[src/rtl/uim_pkg.sv]
// Shared types and constants for the UIM switch bank.
// Only elaboration-time content: the FSM state type and the fuse-vector size helper.
package uim_pkg;

   typedef enum logic [1:0] {
      ST_IDLE  = 2'd0,
      ST_SHIFT = 2'd1,
      ST_FULL  = 2'd2
   } uim_state_t;

   function automatic int uim_total(input int channels, input int sel_w);
      return channels * sel_w;
   endfunction

endpackage

[src/rtl/uim_sel.sv]
// Single-channel priority-fuse selector: picks one of SEL_W+1 candidates, purely combinational.
// An erased (all-ones) field routes the default candidate SEL_W.
module uim_sel #(
   parameter int SEL_W = 5
) (
   input  logic [SEL_W-1:0] fuse,
   input  logic [SEL_W:0]   cand,
   output logic             q
);

   // Scan upward so a higher-order blown fuse overrides every lower one.
   always_comb begin
      q = cand[SEL_W];
      for (int k = 0; k < SEL_W; k++) begin
         if (!fuse[k]) q = cand[SEL_W-1-k];
      end
   end

endmodule

[src/rtl/uim_bank.sv]
// Bank of CHANNELS UIM selectors with serial shadow fuse load and atomic commit to the active set.
// q is combinational from in_bus, or one cycle late when REG_OUT=1; cfg_ready paces the loader.
module uim_bank
   import uim_pkg::*;
#(
   parameter int CHANNELS = 8,
   parameter int SEL_W    = 5,
   parameter int REG_OUT  = 0
) (
   input  logic                          clk,
   input  logic                          rst,
   input  logic                          cfg_start,
   input  logic                          cfg_valid,
   input  logic                          cfg_bit,
   output logic                          cfg_ready,
   input  logic                          cfg_commit,
   output logic                          cfg_done,
   output logic                          cfg_err,
   input  logic [CHANNELS*(SEL_W+1)-1:0] in_bus,
   output logic [CHANNELS-1:0]           q
);

   localparam int TOTAL  = uim_total(CHANNELS, SEL_W);
   localparam int CW     = $clog2(TOTAL + 1);
   localparam int CAND_W = SEL_W + 1;
   localparam logic [CW-1:0] LAST_IDX = CW'(TOTAL - 1);

   uim_state_t          state;
   uim_state_t          next_state;
   logic [CW-1:0]       count;
   logic [TOTAL-1:0]    shadow;
   logic [TOTAL-1:0]    active;
   logic                err_r;
   logic [CHANNELS-1:0] q_sel;

   // cfg_start has priority over every other control input in the same cycle.
   logic bit_acc;
   logic commit_ok;
   logic commit_bad;

   assign bit_acc    = (state == ST_SHIFT) && cfg_valid && !cfg_start;
   assign commit_ok  = (state == ST_FULL) && cfg_commit && !cfg_start;
   assign commit_bad = (state != ST_FULL) && cfg_commit && !cfg_start;

   always_ff @(posedge clk) begin
      if (rst) state <= ST_IDLE;
      else     state <= next_state;
   end

   always_comb begin
      next_state = state;
      if (cfg_start) begin
         next_state = ST_SHIFT;
      end else begin
         case (state)
            ST_SHIFT: if (bit_acc && count == LAST_IDX) next_state = ST_FULL;
            ST_FULL:  if (commit_ok) next_state = ST_IDLE;
            default:  next_state = state;
         endcase
      end
   end

   always_comb begin
      cfg_ready = (state == ST_SHIFT);
      cfg_done  = (state == ST_FULL);
      cfg_err   = err_r;
   end

   always_ff @(posedge clk) begin
      if (rst) begin
         count  <= '0;
         shadow <= '1;
         active <= '1;
         err_r  <= 1'b0;
      end else begin
         err_r <= commit_bad;
         if (cfg_start)    count <= '0;
         else if (bit_acc) count <= count + 1'b1;
         if (bit_acc)   shadow <= {shadow[TOTAL-2:0], cfg_bit};
         if (commit_ok) active <= shadow;
      end
   end

   for (genvar c = 0; c < CHANNELS; c++) begin : g_ch
      uim_sel #(.SEL_W(SEL_W)) u_sel (
         .fuse (active[c*SEL_W +: SEL_W]),
         .cand (in_bus[c*CAND_W +: CAND_W]),
         .q    (q_sel[c])
      );
   end

   if (REG_OUT != 0) begin : g_reg_out
      logic [CHANNELS-1:0] q_r;
      always_ff @(posedge clk) begin
         if (rst) q_r <= '0;
         else     q_r <= q_sel;
      end
      assign q = q_r;
   end else begin : g_comb_out
      assign q = q_sel;
   end

endmodule

[config.mk]
export PLATFORM = sky130hd
export DESIGN_NAME = uim_bank
export DESIGN_NICKNAME = d
export VERILOG_FILES = /design/src/rtl/uim_pkg.sv /design/src/rtl/uim_sel.sv /design/src/rtl/uim_bank.sv
export SDC_FILE = /design/constraint.sdc
export NUM_CORES = 1
export LEC_CHECK = 0
export BUFFER_PORTS_ARGS = -buffer_cell sky130_fd_sc_hd__buf_2
export CAP_MARGIN = 20
export CORE_MARGIN = 5
export CORE_UTILIZATION = 59
export CTS_BUF_LIST = sky130_fd_sc_hd__clkbuf_8 sky130_fd_sc_hd__clkbuf_16
export CTS_CLUSTER_SIZE = 30
export DETAILED_ROUTE_END_ITERATION = 10
export PLACE_DENSITY = 0.83
export SYNTH_ARGS = -nofsm -noshare
export SYNTH_HDL_FRONTEND = slang
export SYNTH_HIERARCHICAL = 1
export SYNTH_SLANG_ARGS = --single-unit
[constraint.sdc]
create_clock -name clk -period 4.3 [get_ports clk]
set_clock_uncertainty 0.2 [all_clocks]
set_input_delay 0.645 -clock clk [delete_from_list [all_inputs] [get_ports clk]]
set_output_delay 0.645 -clock clk [all_outputs]
set_load 0.02 [all_outputs]
==> results.sh <==
export IMPL_synth_adder_area_share=0.00982
export IMPL_status="finished clean"
export IMPL_grt_pass1_wl_um=13000
export IMPL_ctsResizeCount=0
export IMPL_hpwl_um=4990
export IMPL_final_common_cell="dfxtp_1"
export IMPL_die_area_um2=8190
export IMPL_holdWs_ps=277
export IMPL_htreeDepth=3
export IMPL_dieHeight_um=90.5
export IMPL_io_buffers=64
export IMPL_synthSimpleGateAreaFrac=0.290
export IMPL_critical_path_required_ps=3450
export IMPL_root_buffer="clkbuf_8"
export IMPL_syn_num_nets=473
export IMPL_finalHoldViolCount=0
export IMPL_synth_async_reset_ratio=0
export IMPL_clk_latency_ps=350
export IMPL_syn_inst=416
export IMPL_track_usage=0.188
export IMPL_critPathCaptureType="output port"
export IMPL_initial_core_util=0.605
export IMPL_area_growth_pct=13.9
export IMPL_report_final_setup_viol=0
export IMPL_drc=0
export IMPL_hold_path_class="reg2reg"
export IMPL_p_per_area_nw_per_um2=367
export IMPL_crit_fanout=2
export IMPL_grt_pass1_vias=2963
export IMPL_synth_top_family_by_area="simple AND/OR/NAND/NOR gates"
export IMPL_fp_dieW_um=90.5
export IMPL_wl_per_cell_um=14.2
export IMPL_cts_hold_buffers=0
export IMPL_drt_iter0_markers=135
export IMPL_leakage_uw=0.00185
export IMPL_setup_tns_final_ps=0
export IMPL_cts_setup_buffers=0
export IMPL_gr_total_overflow=0
export IMPL_finalMaxSlewViolations=0
export IMPL_clock_sinks=89
export IMPL_critical_path_class="reg2out"
export IMPL_drv_cap=0
export IMPL_finalCriticalPeriod_ps=2340
export IMPL_core_um2=6310
export IMPL_placementRows=29
export IMPL_fmax_ghz=0.428
export IMPL_synthesis_area_um2=3820
export IMPL_synth_seq_area_share=0.466
export IMPL_drtPass1Iterations=4
export IMPL_drive_gt1_frac=0.194
export IMPL_synth_area_per_cell_um2=9.19
export IMPL_synthXorXnorAreaFrac=0.00458
export IMPL_via_per_inst=5.56
export IMPL_num_io_pins=65
export IMPL_vias=3040
export IMPL_grt_antenna_before_repair=0
export IMPL_rsz0062_at_grt="no"
export IMPL_cp_start_kind="register"
export IMPL_diodes=0
export IMPL_vdd_ir_drop_max_v=0.000275
export IMPL_fin_nets=524
export IMPL_tightest_slew_ps=983
export IMPL_cts_tree="done"
export IMPL_ys_seq_elements=89
export IMPL_ys_types=33
export IMPL_synth_main_ff_cell="dfxtp_1"
export IMPL_numCtsBuffers=9
export IMPL_ys_warn_count=6
export IMPL_gp_congestion=0.742
export IMPL_ant_nets=0
export IMPL_clockBufferDepth=2
export IMPL_synthMuxAreaShare=0.0236
export IMPL_synth_compound_area_frac=0.168
export IMPL_finalCritPeriodShare=0.544
export IMPL_mostFrequentLayoutCells="dfxtp_1, nand2_1, buf_2"
export IMPL_path_clk_slew_ps=80
export IMPL_routed_wl_um=7760
export IMPL_timing_slew_headroom=0.343
export IMPL_grt_max_degree=51
export IMPL_synth_edf_count=0
export IMPL_cp_arrival_ps=1490
==> where the power goes <==
| group | leakage, uW | internal (uW) | total, uW | switching [uW] |
|---|---|---|---|---|
| sequential | 0.000725 | 851 | 871 | 20.4 |
| combinational | 0.00102 | 76.9 | 162 | 84.9 |
| clock | 0.0000986 | 280 | 563 | 283 |
==> synthesized netlist by cell type (3+ instances only) <==
master	n	area (um2)
dfxtp_1	89	1780
inv_1	10	37.5
nand3b_1	41	308
a211o_1	40	350
a311oi_1	8	70.1
nor2_1	6	22.5
and2_1	40	250
o22a_1	8	70.1
a21oi_1	4	20.0
mux2i_1	9	90.1
nor3b_2	8	100
buf_2	4	20.0
ha_1	3	37.5
nand2_1	86	323
clkbuf_1	23	86.3
o21ai_0	18	90.1
==> layer usage <==
metal / vias to the layer above / part of all wire / GRT usage
met3: 9 / 0.043 / 0.0450
met5: - / 0 / 0
li1: 1551 / - / -
met1: 1418 / 0.45 / 0.221
met4: 0 / 0.012 / 0.0658
met2: 62 / 0.49 / 0.332
==> registers in the layout, indices dropped and copies added (netlist names) <==
signal	cells
cfg_err	1
count	6
state	2
shadow	40
active	40
==> cell families after synthesis <==
group	after synthesis
AO/OA/AOI/OAI	83
adder cells (fa/ha/maj)	3
AND/OR/NAND/NOR	193
buffers and inverters	37
flip-flops	89
XOR/XNOR	2
multiplexers	9
==> layout make-up <==
cell class / count / area, um2
tap: 77 / 96.3
sequential: 89 / 1780
multi-input combinational: 290 / 1900
clock inverter: 4 / 52.6
clock buffer: 10 / 138
fill: 522 / 1960
inverter: 10 / 37.5
timing repair buffer: 67 / 343
==> worst max-delay path: stages (launching register included) <==
cell      delay, ps
dfxtp_1         330
mux2i_1         140
a311oi_1        300
o22a_1          210
buf_2           160
==> stage by stage <==
step	cell area (um2)	std cells	power [uW]	util	setup slack (ps)
detailed placement	4160	533	1050	0.659	1960
floorplan	3820	416	996	-	2240
finish	4350	547	1600	0.689	1960
global placement	4160	533	1050	0.659	1980
CTS	4350	547	1610	0.689	1940
global route	4350	547	1660	0.689	1860
==> path summary, 6_finish.rpt <==
| check | from | endpoint | slack [ps] | cells after the start |
|---|---|---|---|---|
| hold reg to reg | shadow[39] | shadow[39] | 280 | 2 |
| setup reg to reg | state[1] | count[5] | 2110 | 5 |
| setup / recovery | active[35] | q[7] | 1960 | 4 |
| hold / removal | shadow[39] | shadow[39] | 280 | 2 |
(Power assumes the default switching activity.)
